--- src/rtl/cog_cap.sv ---
// Pin period / high-time capture unit for one cog.
// Measures the cycle distance between start edges on a selected pin.
module cog_cap (
  input  logic        clk_cog,
  input  logic        res,
  input  logic        setcap,
  input  logic [31:0] data,
  input  logic        clrvld,
  input  logic [31:0] pin_in,
  output logic [31:0] period,
  output logic [31:0] high,
  output logic        valid,
  output logic        overrun,
  output logic        ovf
);

  typedef enum logic [1:0] {
    IDLE = 2'd0,
    ARM  = 2'd1,
    MEAS = 2'd2
  } state_e;

  state_e      state_q, state_d;
  logic [6:0]  cfg_q, cfg_d;
  logic [2:0]  sync_q, sync_d;
  logic [31:0] cnt_q, cnt_d;
  logic [31:0] hcnt_q, hcnt_d;
  logic [31:0] period_q, period_d;
  logic [31:0] high_q, high_d;
  logic        valid_q, valid_d;
  logic        overrun_q, overrun_d;
  logic        ovf_q, ovf_d;

  logic rise_m, fall_m, start, act, sat, new_on;
  logic unused_data;

  assign unused_data = ^data[31:7];

  // sync_q[0]=s1, [1]=s2, [2]=s3
  assign rise_m = (cfg_q[6:5] == 2'b01);
  assign fall_m = (cfg_q[6:5] == 2'b10);
  assign start  = (rise_m & sync_q[1] & ~sync_q[2])
                | (fall_m & ~sync_q[1] & sync_q[2]);
  assign act    = (rise_m & sync_q[1]) | (fall_m & ~sync_q[1]);
  assign sat    = &cnt_q;
  assign new_on = data[6] ^ data[5];

  always_ff @(posedge clk_cog or posedge res) begin
    if (res) begin
      state_q   <= IDLE;
      cfg_q     <= '0;
      sync_q    <= '0;
      cnt_q     <= '0;
      hcnt_q    <= '0;
      period_q  <= '0;
      high_q    <= '0;
      valid_q   <= 1'b0;
      overrun_q <= 1'b0;
      ovf_q     <= 1'b0;
    end else begin
      state_q   <= state_d;
      cfg_q     <= cfg_d;
      sync_q    <= sync_d;
      cnt_q     <= cnt_d;
      hcnt_q    <= hcnt_d;
      period_q  <= period_d;
      high_q    <= high_d;
      valid_q   <= valid_d;
      overrun_q <= overrun_d;
      ovf_q     <= ovf_d;
    end
  end

  always_comb begin
    state_d = state_q;
    if (setcap) begin
      state_d = new_on ? ARM : IDLE;
    end else begin
      unique case (1'b1)
        (state_q == ARM) && start:          state_d = MEAS;
        (state_q == MEAS) && !start && sat: state_d = ARM;
        default:                            state_d = state_q;
      endcase
    end
  end

  always_comb begin
    cfg_d     = cfg_q;
    sync_d    = {sync_q[1:0], pin_in[cfg_q[4:0]]};
    cnt_d     = cnt_q;
    hcnt_d    = hcnt_q;
    period_d  = period_q;
    high_d    = high_q;
    valid_d   = valid_q;
    overrun_d = overrun_q;
    ovf_d     = ovf_q;
    if (clrvld) begin
      valid_d   = 1'b0;
      overrun_d = 1'b0;
    end
    // setcap overrides edges, captures and saturation alike
    if (setcap) begin
      cfg_d     = data[6:0];
      cnt_d     = '0;
      hcnt_d    = '0;
      valid_d   = 1'b0;
      overrun_d = 1'b0;
      ovf_d     = 1'b0;
    end else if (state_q == IDLE) begin
      cnt_d  = '0;
      hcnt_d = '0;
    end else if (start) begin
      cnt_d  = 32'd1;
      hcnt_d = 32'd1;
      if (state_q == MEAS) begin
        period_d  = cnt_q;
        high_d    = hcnt_q;
        valid_d   = 1'b1;
        overrun_d = valid_q;
      end
    end else if (state_q == MEAS) begin
      if (sat) begin
        ovf_d  = 1'b1;
        cnt_d  = '0;
        hcnt_d = '0;
      end else begin
        cnt_d = cnt_q + 32'd1;
        if (act) hcnt_d = hcnt_q + 32'd1;
      end
    end
  end

  assign period  = period_q;
  assign high    = high_q;
  assign valid   = valid_q;
  assign overrun = overrun_q;
  assign ovf     = ovf_q;

endmodule

--- config.mk ---
export PLATFORM = sky130hd
export DESIGN_NAME = cog_cap
export DESIGN_NICKNAME = d
export VERILOG_FILES = /design/src/rtl/cog_cap.sv
export SDC_FILE = /design/constraint.sdc
export NUM_CORES = 1
export LEC_CHECK = 0
export CORE_MARGIN = 2
export CORE_UTILIZATION = 40
export CTS_BUF_LIST = sky130_fd_sc_hd__clkbuf_4
export DETAILED_ROUTE_END_ITERATION = 10
export PLACE_DENSITY = 0.71
export SYNTH_ARGS = -nofsm -noshare
export SYNTH_HDL_FRONTEND = slang
export SYNTH_SLANG_ARGS = --single-unit
--- constraint.sdc ---
create_clock -name clk_cog -period 7.6 [get_ports clk_cog]
set_input_delay 1.14 -clock clk_cog [delete_from_list [all_inputs] [get_ports clk_cog]]
set_output_delay 1.14 -clock clk_cog [all_outputs]
set_load 0.01 [all_outputs]
==> flow_metrics.py <==
metrics = {
    "floorplanning": {
        "dieArea_um2": 17900,
        "top_level_ports": 135,
        "die_h_um": 134,
        "core_area_um2": 16500,
        "initial_core_util": 0.408,
        "placementRows": 47,
        "die_x_um": 134,
    },
    "clocking": {
        "post_cts_buffers": 0,
        "htreeDepth": 4,
        "cts_num_sinks": 143,
        "cts_buffer_depth": 2,
        "cts-root-buf": "clkbuf_4",
        "numCtsBuffers": 17,
        "tritoncts": "built",
        "clk_pin_slew_ns": 0.11,
        "ctsHoldBuffers": 0,
        "cts_resized": 0,
        "clock_latency_ns": 0.53,
    },
    "cells_and_area": {
        "diodes": 0,
        "fin_nets": 766,
        "drive_above_1_share": 0.181,
        "syn_to_final_growth_pct": 22.2,
        "fill_cells": 1469,
        "design_area_um2": 8240,
    },
    "global_route": {
        "met3_usage": 0.0446,
        "grtUsageMet2": 0.282,
        "top_usage_layer": "met2",
        "first_global_vias": 4940,
        "antenna_found_initial": 0,
        "gr-total-overflow": 0,
        "grt_pass1_wl_um": 24700,
        "use_met1": 0.223,
        "grt_use_total": 0.172,
        "grt_max_degree": 75,
    },
    "yosys": {
        "syn_nets": 658,
        "synth_common_cells": "143 x dfrtp_1, 64 x mux2_2, 50 x nor2_1",
        "synth.most_common_cell": "dfrtp_1",
        "synth-edff-count": 0,
        "synth_top_cell_area_share": 0.531,
        "syn_area_per_cell_um2": 11.5,
        "netlist_area_um2": 6740,
        "ys_seq_area_frac": 0.531,
        "synth_area_leaders": "dfrtp_1 53%, mux2_2 11%, mux4_2 3.3%, nor2_1 2.8%, xor2_1 2.7%",
        "ys_async_sr_fraction": 1.00,
        "yosysWarnings": 0,
        "ys_seq_elements": 143,
        "ys_types": 55,
        "post-synth-top-area-cell": "dfrtp_1",
        "ys.flop_type": "dfrtp_1",
        "synth_cells": 588,
    },
    "timing": {
        "drv_slew": 0,
        "fin_ws_ns": 4.08,
        "setup_viol": 0,
        "rsz0062_at_grt": "no",
        "skew_ns": 0.0126,
        "finalCriticalPeriod_ns": 3.52,
        "tightest_slew_ns": 0.911,
        "finalHoldViolCount": 0,
        "holdWs_ns": 0.370,
        "fin_crit_sh": 0.463,
        "maxSlewHeadroom": 0.393,
        "max_freq_mhz": 284,
        "setup-tns-final_ns": 0,
    },
    "placed_design": {
        "dp_slack_ns": 3.55,
        "portBuffers": 109,
        "hpwl_um": 10000,
        "gp_congestion": 0.822,
        "post_dp_cell_area_um2": 8010,
    },
    "worst_setup_path": {
        "crit_buf_inv": 1,
        "critical_path.cell_chain": "clkdlybuf4s50_1, nor2_1, nand4_1, nand2b_1, or3_1, o21ai_0",
        "cp_max_fo": 17,
        "startpoint_type": "primary input",
        "critical_path_class": "in -> reg",
        "slowest_delay_ns": 0.79,
        "critPathArrivalTime_ns": 3.96,
        "crit_family": "simple AND/OR/NAND/NOR gates",
        "worstPathRequired_ns": 8.05,
        "cp-end-kind": "flip-flop",
        "slowest_stage": "clkdlybuf4s50_1",
    },
    "route": {
        "firstDrtPassIters": 4,
        "drt_wl_total_um": 14500,
        "viasPerCell": 5.25,
        "drt_iter0_drc": 288,
        "vias": 4875,
        "wl_per_cell_um": 15.6,
        "drc_errors": 0,
        "antenna_left": 0,
    },
    "power_and_ir_drop": {
        "sw_frac_of_total": 0.255,
        "internal_power_mw": 1.00,
        "power_density_nw_per_um2": 163,
        "seqPwrFrac": 0.585,
        "power_frac_comb": 0.106,
        "power_leakage_nw": 3.53,
        "power.switching_uw": 343,
        "irDropWorstVdd_uv": 92.7,
        "clkPwrFrac": 0.310,
    },
    "min_path": {
        "hold_class": "reg -> reg",
    },
    "run_status": {
        "status": "complete, no violations",
    },
    "flow_run": {
        "drv_cap": 0,
    },
}
## stage by stage
step	power [mW]	cells	util
global placement	0.941	897	0.485
floorplan	0.901	588	-
CTS	1.36	929	0.499
detailed placement	0.946	897	0.485
global route	1.42	929	0.499
finish	1.35	929	0.499
## per-layer routing
layer  routed length [µm]  share of wire
met5                    0              0
met4                  181          0.012
met3                  508          0.035
met2                 7290           0.50
met1                 6530           0.45
## registers in the layout, indices dropped and copies added, names as in the netlist
name     cells
ovf          1
state_q      2
high        32
cnt_q       32
cfg_q        7
overrun      1
hcnt_q      32
period      32
valid        1
sync_q       3
## final cells by class
cell class	instances	area, µm²	share of cell area
clock buffer	21	158	0.0191
tap	220	275	0.0334
multi-input combinational	410	2980	0.362
timing repair buffer	114	1130	0.137
clock inverter	11	73.8	0.00896
sequential	143	3580	0.434
inverter	10	42.5	0.00516
## worst paths after layout
path / slack [ns] / end / cells past startpoint / start
max: 4.08 / hcnt_q[29]$_DFFE_PP0P_ / 6 / setcap
min: 0.37 / sync_q[1]$_DFF_PP0_ / 0 / sync_q[0]$_DFF_PP0_
max reg2reg: 5.02 / hcnt_q[23]$_DFFE_PP0P_ / 7 / cnt_q[0]$_DFFE_PP0P_
min reg2reg: 0.37 / sync_q[1]$_DFF_PP0_ / 0 / sync_q[0]$_DFF_PP0_
max in group asynchronous: 5.16 / ovf$_DFFE_PP0P_ / 3 / res
min in group asynchronous: 1.05 / period[26]$_DFFE_PP0P_ / 2 / res
## power groups by stage
stage	logic, mW	registers [mW]	clock network, mW
final	0.142	0.787	0.417
after global routing	0.157	0.790	0.470
after CTS	0.145	0.787	0.430
after detailed placement	0.145	0.802	0
after global placement	0.141	0.800	0
after floorplan	0.108	0.793	0
## placed cells by master, fill, tap and decap left out, types with 9 or more instances in the layout
master / synthesis / layout
nor2_1: 50 / 50
o21ai_0: 27 / 27
nand3_1: 30 / 30
clkbuf_4: 0 / 21
nand4_1: 20 / 20
mux4_2: 10 / 10
clkdlybuf4s50_1: 0 / 109
nor3_1: 22 / 22
xnor2_1: 14 / 14
inv_1: 10 / 9
xor2_1: 21 / 21
mux2_2: 64 / 64
a21oi_1: 15 / 15
dfrtp_1: 143 / 143
nand2_1: 45 / 45
## kinds of logic after synthesis
logic type	share of synthesized area
AOI/OAI and AO/OA	0.0603
buffers and inverters	0.0269
and+or+nand+nor	0.176
adders and majority gates	0.00371
DFF	0.531
muxes	0.157
xor gates and xnor gates	0.0455
(Power assumes the default switching activity.)
